--- src/rtl/uart_rom_loader_if.sv ---
// ROM write port plus boot-control/status bundle driven by the UART loader.
interface uart_rom_loader_if #(
  parameter int ADDR_W = 12
);
  logic              rom_we_o;
  logic [ADDR_W-1:0] rom_waddr_o;
  logic [31:0]       rom_wdata_o;
  logic              core_rst_n_o;
  logic              load_busy_o;
  logic              load_done_o;
  logic              load_err_o;

  modport master (
    output rom_we_o, rom_waddr_o, rom_wdata_o,
    output core_rst_n_o, load_busy_o, load_done_o, load_err_o
  );

  modport slave (
    input rom_we_o, rom_waddr_o, rom_wdata_o,
    input core_rst_n_o, load_busy_o, load_done_o, load_err_o
  );
endinterface

--- src/rtl/uart_rom_loader.sv ---
// UART boot loader: receives an 0xA5 / count / data frame over 8N1 serial and
// writes the words into the instruction ROM from address 0, holding the core
// in reset while the image is incomplete.
module uart_rom_loader #(
  parameter int CLKS_PER_BIT = 434,
  parameter int ADDR_W       = 12
) (
  input  logic              clk,
  input  logic              rst,
  input  logic              uart_rx,
  uart_rom_loader_if.master bus
);

  localparam int              CNT_W    = $clog2(CLKS_PER_BIT);
  localparam logic [CNT_W-1:0] BIT_END  = CNT_W'(CLKS_PER_BIT - 1);
  localparam logic [CNT_W-1:0] HALF_END = CNT_W'(CLKS_PER_BIT / 2 - 1);
  localparam logic [7:0]       HDR      = 8'hA5;

  // ---------------------------------------------------------------------------
  // UART receiver
  // ---------------------------------------------------------------------------
  typedef enum logic [1:0] {RX_IDLE, RX_START, RX_DATA, RX_STOP} rx_st_t;

  // [0],[1] form the synchronizer, [2] is the previous synchronized sample
  logic [2:0]       rx_pipe;
  logic             rx_s, rx_prev;
  rx_st_t           rx_st;
  logic [CNT_W-1:0] bit_cnt;
  logic [2:0]       bit_idx;
  logic [7:0]       rx_shift;
  logic             byte_valid, frame_err;

  assign rx_s    = rx_pipe[1];
  assign rx_prev = rx_pipe[2];

  // Synchronize the serial line; reset to idle-high so no false start edge
  always_ff @(posedge clk or negedge rst) begin
    if (!rst) rx_pipe <= '1;
    else      rx_pipe <= {rx_pipe[1:0], uart_rx};
  end

  // Bit timer: start bit checked mid-bit, then data/stop sampled each bit period
  always_ff @(posedge clk or negedge rst) begin
    if (!rst) begin
      rx_st      <= RX_IDLE;
      bit_cnt    <= '0;
      bit_idx    <= '0;
      rx_shift   <= '0;
      byte_valid <= 1'b0;
      frame_err  <= 1'b0;
    end else begin
      byte_valid <= 1'b0;
      frame_err  <= 1'b0;
      case (rx_st)
        RX_IDLE: begin
          if (rx_prev && !rx_s) begin
            rx_st   <= RX_START;
            bit_cnt <= '0;
          end
        end
        RX_START: begin
          if (bit_cnt == HALF_END) begin
            bit_cnt <= '0;
            bit_idx <= '0;
            // a line already back high at mid-start is a glitch
            rx_st   <= rx_s ? RX_IDLE : RX_DATA;
          end else begin
            bit_cnt <= bit_cnt + CNT_W'(1);
          end
        end
        RX_DATA: begin
          if (bit_cnt == BIT_END) begin
            bit_cnt  <= '0;
            rx_shift <= {rx_s, rx_shift[7:1]};
            bit_idx  <= bit_idx + 3'd1;
            if (bit_idx == 3'd7) rx_st <= RX_STOP;
          end else begin
            bit_cnt <= bit_cnt + CNT_W'(1);
          end
        end
        RX_STOP: begin
          if (bit_cnt == BIT_END) begin
            bit_cnt <= '0;
            rx_st   <= RX_IDLE;
            if (rx_s) byte_valid <= 1'b1;
            else      frame_err  <= 1'b1;
          end else begin
            bit_cnt <= bit_cnt + CNT_W'(1);
          end
        end
        default: rx_st <= RX_IDLE;
      endcase
    end
  end

  // ---------------------------------------------------------------------------
  // Frame loader
  // ---------------------------------------------------------------------------
  typedef enum logic [2:0] {IDLE, CNT_LO, CNT_HI, DATA, DONE_ST, ERR_ST} ld_st_t;

  ld_st_t            st;
  logic [7:0]        cnt_lo;
  logic [ADDR_W:0]   n_words;
  logic [ADDR_W:0]   word_cnt;
  logic [ADDR_W:0]   word_cnt_nxt;
  logic [1:0]        byte_idx;
  logic [31:0]       asm_w;
  logic [31:0]       asm_nxt;
  logic [15:0]       cnt_full;
  logic              cnt_ovf;
  logic              rom_we;
  logic [ADDR_W-1:0] waddr;
  logic [31:0]       wdata;
  logic              core_rst_n, busy, done, err;

  // Word counter is one bit wider than the address so a full-depth image fits
  assign word_cnt_nxt = word_cnt + (ADDR_W+1)'(1);
  assign asm_nxt      = {rx_shift, asm_w[31:8]};
  assign cnt_full     = {rx_shift, cnt_lo};
  assign cnt_ovf      = 33'(cnt_full) > (33'd1 << ADDR_W);

  // Frame parser with registered ROM strobe and status outputs
  always_ff @(posedge clk or negedge rst) begin
    if (!rst) begin
      st         <= IDLE;
      cnt_lo     <= '0;
      n_words    <= '0;
      word_cnt   <= '0;
      byte_idx   <= '0;
      asm_w      <= '0;
      rom_we     <= 1'b0;
      waddr      <= '0;
      wdata      <= '0;
      core_rst_n <= 1'b1;
      busy       <= 1'b0;
      done       <= 1'b0;
      err        <= 1'b0;
    end else begin
      rom_we <= 1'b0;
      // address advances on the edge after the strobe, wrapping after the last word
      if (rom_we) waddr <= waddr + ADDR_W'(1);
      case (st)
        IDLE: begin
          if (byte_valid && rx_shift == HDR) begin
            st         <= CNT_LO;
            done       <= 1'b0;
            err        <= 1'b0;
            busy       <= 1'b1;
            core_rst_n <= 1'b0;
            waddr      <= '0;
            word_cnt   <= '0;
            byte_idx   <= '0;
          end
        end
        CNT_LO: begin
          if (frame_err) st <= ERR_ST;
          else if (byte_valid) begin
            cnt_lo <= rx_shift;
            st     <= CNT_HI;
          end
        end
        CNT_HI: begin
          if (frame_err) st <= ERR_ST;
          else if (byte_valid) begin
            if (cnt_full == 16'd0) begin
              // empty image completes immediately
              st         <= DONE_ST;
              done       <= 1'b1;
              busy       <= 1'b0;
              core_rst_n <= 1'b1;
            end else if (cnt_ovf) begin
              st <= ERR_ST;
            end else begin
              n_words <= (ADDR_W+1)'(cnt_full);
              st      <= DATA;
            end
          end
        end
        DATA: begin
          if (frame_err) st <= ERR_ST;
          else if (byte_valid) begin
            asm_w    <= asm_nxt;
            byte_idx <= byte_idx + 2'd1;
            if (byte_idx == 2'd3) begin
              rom_we   <= 1'b1;
              wdata    <= asm_nxt;
              word_cnt <= word_cnt_nxt;
              if (word_cnt_nxt == n_words) st <= DONE_ST;
            end
          end
        end
        DONE_ST: begin
          done       <= 1'b1;
          busy       <= 1'b0;
          core_rst_n <= 1'b1;
          st         <= IDLE;
        end
        ERR_ST: begin
          // partial image: core stays held in reset
          err  <= 1'b1;
          busy <= 1'b0;
          st   <= IDLE;
        end
        default: st <= IDLE;
      endcase
    end
  end

  assign bus.rom_we_o     = rom_we;
  assign bus.rom_waddr_o  = waddr;
  assign bus.rom_wdata_o  = wdata;
  assign bus.core_rst_n_o = core_rst_n;
  assign bus.load_busy_o  = busy;
  assign bus.load_done_o  = done;
  assign bus.load_err_o   = err;

endmodule
--- src/flat_wrapper.sv ---
// flat-port wrapper written by rule: the top's interface ports become plain ports
module uart_rom_loader_flat 
#(
  parameter int CLKS_PER_BIT = 434,
  parameter int ADDR_W       = 12
)
  (clk, rst, uart_rx, bus_rom_we_o, bus_rom_waddr_o, bus_rom_wdata_o, bus_core_rst_n_o, bus_load_busy_o, bus_load_done_o, bus_load_err_o);
  uart_rom_loader_if #(.ADDR_W(ADDR_W)) bus_i ();
  input  logic clk;
  input  logic rst;
  input  logic uart_rx;
  output wire logic [$bits(bus_i.rom_we_o)-1:0] bus_rom_we_o;
  output wire logic [$bits(bus_i.rom_waddr_o)-1:0] bus_rom_waddr_o;
  output wire logic [$bits(bus_i.rom_wdata_o)-1:0] bus_rom_wdata_o;
  output wire logic [$bits(bus_i.core_rst_n_o)-1:0] bus_core_rst_n_o;
  output wire logic [$bits(bus_i.load_busy_o)-1:0] bus_load_busy_o;
  output wire logic [$bits(bus_i.load_done_o)-1:0] bus_load_done_o;
  output wire logic [$bits(bus_i.load_err_o)-1:0] bus_load_err_o;
  assign bus_rom_we_o = bus_i.rom_we_o;
  assign bus_rom_waddr_o = bus_i.rom_waddr_o;
  assign bus_rom_wdata_o = bus_i.rom_wdata_o;
  assign bus_core_rst_n_o = bus_i.core_rst_n_o;
  assign bus_load_busy_o = bus_i.load_busy_o;
  assign bus_load_done_o = bus_i.load_done_o;
  assign bus_load_err_o = bus_i.load_err_o;
  uart_rom_loader #(.CLKS_PER_BIT(CLKS_PER_BIT), .ADDR_W(ADDR_W)) u_core (.clk(clk), .rst(rst), .uart_rx(uart_rx), .bus(bus_i));
endmodule
--- config.mk ---
export PLATFORM = sky130hd
export DESIGN_NAME = uart_rom_loader_flat
export DESIGN_NICKNAME = d
export VERILOG_FILES = /design/src/rtl/uart_rom_loader_if.sv /design/src/rtl/uart_rom_loader.sv /design/src/flat_wrapper.sv
export SDC_FILE = /design/constraint.sdc
export NUM_CORES = 1
export LEC_CHECK = 0
export BUFFER_PORTS_ARGS = -buffer_cell sky130_fd_sc_hd__buf_2
export CAP_MARGIN = 25
export CORE_ASPECT_RATIO = 1.75
export CORE_MARGIN = 2
export CORE_UTILIZATION = 40
export CTS_BUF_LIST = sky130_fd_sc_hd__clkbuf_4 sky130_fd_sc_hd__clkbuf_8
export CTS_CLUSTER_SIZE = 40
export DETAILED_ROUTE_END_ITERATION = 8
export PLACE_DENSITY = 0.61
export SYNTH_ARGS = -nofsm -noshare
export SYNTH_HDL_FRONTEND = slang
export SYNTH_SLANG_ARGS = --single-unit
--- constraint.sdc ---
create_clock -name clk -period 2.3 [get_ports clk]
set_input_delay 0.345 -clock clk [delete_from_list [all_inputs] [get_ports clk]]
set_output_delay 0.345 -clock clk [all_outputs]
set_load 0.01 [all_outputs]
==> flow_summary.json <==
{
  "antenna_cells": 0,
  "postPlaceCellArea_sq_um": 7020,
  "slew-limit-headroom": 0.702,
  "rows": 61,
  "total_power_mw": 4.66,
  "wl_um": 13800,
  "finalMaxSlewViolations": 0,
  "core-area_sq_um": 15800,
  "postLayoutCellArea_sq_um": 7430,
  "worstMarginPinSlew_ns": 0.447,
  "peakVddDrop_mv": 0.499,
  "synth.distinct_cells": 62,
  "cts_tree": "yes",
  "netlist_instances": 612,
  "postSynthAreaPerCell_sq_um": 10.5,
  "clockPowerShare": 0.397,
  "internal_power_mw": 3.38,
  "cp_cell_sequence": "nand2_1 > o21a_1 > or3_1 > a21bo_1 > a211o_1 > o211ai_2 > o221ai_1",
  "critPathKind": "flip-flop to flip-flop",
  "numPortBuffers": 51,
  "r2r_setup_slack_ns": 0.17,
  "p_leak_nw": 3.79,
  "wl_per_cell_um": 15.5,
  "clock_sinks": 139,
  "holdPathEnd": "u_core.rx_pipe[1]",
  "grt_pass1_vias": 4721,
  "ant_nets": 0,
  "r2r_start": "u_core.word_cnt[4]",
  "cp-start-kind": "flip-flop",
  "swShare": 0.275,
  "synthFlopType": "dfrtp_1",
  "finClkSkew_ns": 0.0128,
  "p_seq_frac": 0.543,
  "grt_remaining_overflow": 0,
  "min_from": "u_core.rx_pipe[0]",
  "clock_latency_ns": 0.44,
  "reg2regPathDepth": 7,
  "antenna_found_initial": 0,
  "ys_seq_area_frac": 0.541,
  "period_share": 0.928,
  "p_per_area_nw_per_um2": 626,
  "initial_core_util": 0.408,
  "io_pins": 52,
  "die_x_um": 99.9,
  "slowest_delay_ns": 0.48,
  "finish.net_count": 696,
  "whs_ns": 0.358,
  "final_core_util": 0.470,
  "synthesis.area_sq_um": 6440,
  "numCtsBuffers": 17,
  "crit_path_max_fanout": 7,
  "hold_depth": 0,
  "p_switching_mw": 1.28,
  "synth-seq-cells": 139,
  "drt-vias-per-instance": 5.25,
  "track_usage": 0.167,
  "die_h_um": 172,
  "setup_viol": 0,
  "place.gp.congestion": 0.856,
  "root_buffer": "clkbuf_8",
  "ctsHtreeMaxLevel": 4,
  "drc": 0,
  "pwr-share-comb": 0.059,
  "first_pass_iters": 4,
  "r2r_end": "u_core.st[0]",
  "clkTransAtPathRegs_ns": 0.09,
  "ys_async_sr_fraction": 1.00,
  "min_period_ns": 2.13,
  "syn-num-nets": 623,
  "worstPathRequired_ns": 2.61,
  "clockBufferDepth": 2,
  "cp_slowest_cell": "dfrtp_1",
  "drt_iter0_markers": 179,
  "finalHoldViolations": 0,
  "vias": 4657,
  "grt_start_max_net_pins": 62,
  "areaGrowthSynthToFinish_pct": 15.4,
  "n_fill_cell": 1442,
  "rsz0062_at_grt": "no",
  "synth-edff-count": 0,
  "status": "finished, final reports clean",
  "max_freq_mhz": 468,
  "arrival_ns": 2.45,
  "hold_class": "flip-flop to flip-flop",
  "dpl.hpwl_um": 9720,
  "yosys_warnings": 0,
  "dieArea_sq_um": 17200,
  "cts_setup_buffers": 0,
  "crit_path_end_kind": "flip-flop",
  "grt_pass1_wl_um": 22900,
  "drv_cap": 0,
  "drive_gt1_frac": 0.271
}
flip-flops by register name, summed over array words and instances (netlist names), named ones only:
name / flops
u_core.bit_idx: 3
u_core.rx_pipe: 3
u_core.bus.load_busy_o: 1
u_core.st: 3
u_core.n_words: 13
u_core.bit_cnt: 9
u_core.bus.rom_we_o: 1
u_core.rx_st: 1
u_core.word_cnt: 13
u_core.cnt_lo: 8
u_core.rx_shift: 8
u_core.asm_w: 24
u_core.bus.rom_waddr_o: 12
u_core.byte_valid: 1
u_core.frame_err: 1
u_core.bus.core_rst_n_o: 1
u_core.bus.load_done_o: 1
u_core.bus.load_err_o: 1
u_core.bus.rom_wdata_o: 32
u_core.byte_idx: 2
repair_timing:
action                                  CTS  global route
gates resized for setup                   2             5
endpoints found under the setup margin    1             5
endpoints found under the hold margin    38             0
pin swaps                                 0             0
hold buffers                              2             0
layer usage:
metal | vias up | track usage | share of wire
met5 | - | 0 | 0
met2 | 70 | 0.304 | 0.55
met1 | 2329 | 0.192 | 0.40
met3 | 20 | 0.0307 | 0.025
met4 | 0 | 0.0649 | 0.021
li1 | 2238 | - | -
placed cells by master, fill, tap and decap left out, drive strengths merged, types with 2 or more instances in the layout:
cell / n
a211oi: 4
a21oi: 8
a22o: 6
a22oi: 4
and2: 2
and3: 5
buf: 79
clkbuf: 17
clkinv: 4
clkinvlp: 3
dfrtp: 135
dfstp: 4
dlygate4sd3: 2
ha: 8
inv: 19
mux2: 58
mux2i: 3
nand2: 149
nand2b: 4
nand3: 14
nand4: 10
nand4b: 2
nor2: 37
nor2b: 3
nor3: 10
nor3b: 3
nor4: 7
o211ai: 2
o21ai: 36
o31ai: 7
o41ai: 3
or3: 2
xnor2: 14
xor2: 17
synth_stat cells (all sizes together), types with 3 or more instances:
cell type / count / area share
clkbuf: 11 / 0.0066
ha: 8 / 0.016
dfstp: 4 / 0.016
xor2: 17 / 0.023
mux2i: 3 / 0.0047
nand4: 10 / 0.011
o31ai: 7 / 0.0082
a21oi: 8 / 0.0062
a22o: 6 / 0.0082
nand2b: 4 / 0.0039
dfrtp: 135 / 0.52
buf: 16 / 0.016
nand2: 149 / 0.087
inv: 11 / 0.0064
mux2: 58 / 0.10
nor2: 37 / 0.022
and3: 5 / 0.0051
o41ai: 3 / 0.0041
o21ai: 36 / 0.028
nor3b: 3 / 0.0052
xnor2: 14 / 0.019
nand3: 14 / 0.014
nor4: 7 / 0.011
a22oi: 4 / 0.0047
nor3: 10 / 0.0078
a211oi: 4 / 0.0047
nor2b: 3 / 0.0029
stage by stage:
stage	TNS, ns	std cells	setup WS, ns
after floorplan	0	612	0.161
after global placement	0	853	0.0911
after detailed placement	-0.0100	853	-0.0100
after CTS	0	887	0.104
after global routing	0	887	0.0433
final	0	887	0.165
power by group through the flow:
stage	Clock [mW]	Combinational, mW	Sequential, mW
6_report	1.85	0.275	2.53
5_1_grt	2.01	0.314	2.54
4_1_cts	1.91	0.281	2.53
3_5_place_dp	0	0.277	2.58
3_3_place_gp	0	0.266	2.58
2_1_floorplan	0	0.151	2.57
cell families after synthesis:
family | after synthesis | share of synthesized area
AO/OA/AOI/OAI | 81 | 0.0816
XOR/XNOR | 31 | 0.0422
adder cells (fa/ha/maj) | 8 | 0.0155
buffers and inverters | 38 | 0.0286
flip-flops | 139 | 0.541
multiplexers | 61 | 0.106
AND/OR/NAND/NOR | 254 | 0.185
worst max path at each step:
| stage | start | end | depth (start not counted) |
|---|---|---|---|
| floorplan | u_core.word_cnt[1] | u_core.st[0] | 8 |
| global placement | u_core.word_cnt[0] | u_core.st[0] | 8 |
| detailed placement | u_core.word_cnt[0] | u_core.st[0] | 8 |
| CTS | u_core.word_cnt[2] | u_core.st[0] | 7 |
| global route | u_core.word_cnt[0] | u_core.st[0] | 8 |
| finish | u_core.word_cnt[4] | u_core.st[0] | 7 |
worst max-delay path: cells and delay by family (launching register included):
| kind | cells | cell delay [ns] |
|---|---|---|
| AOI/OAI and AO/OA | 5 | 1.04 |
| DFF | 1 | 0.48 |
| and+or+nand+nor | 2 | 0.47 |
layout make-up:
class,instances,area [sq um],area share
flip-flops and latches,139,3490,0.469
multi-input cells,435,2800,0.376
inverters,11,41.3,0.00556
repair buffers,81,504,0.0679
clock inverters,15,133,0.0178
well taps,189,236,0.0318
clock buffers,17,234,0.0315
Note: power is estimated with default switching activity, not from simulation.
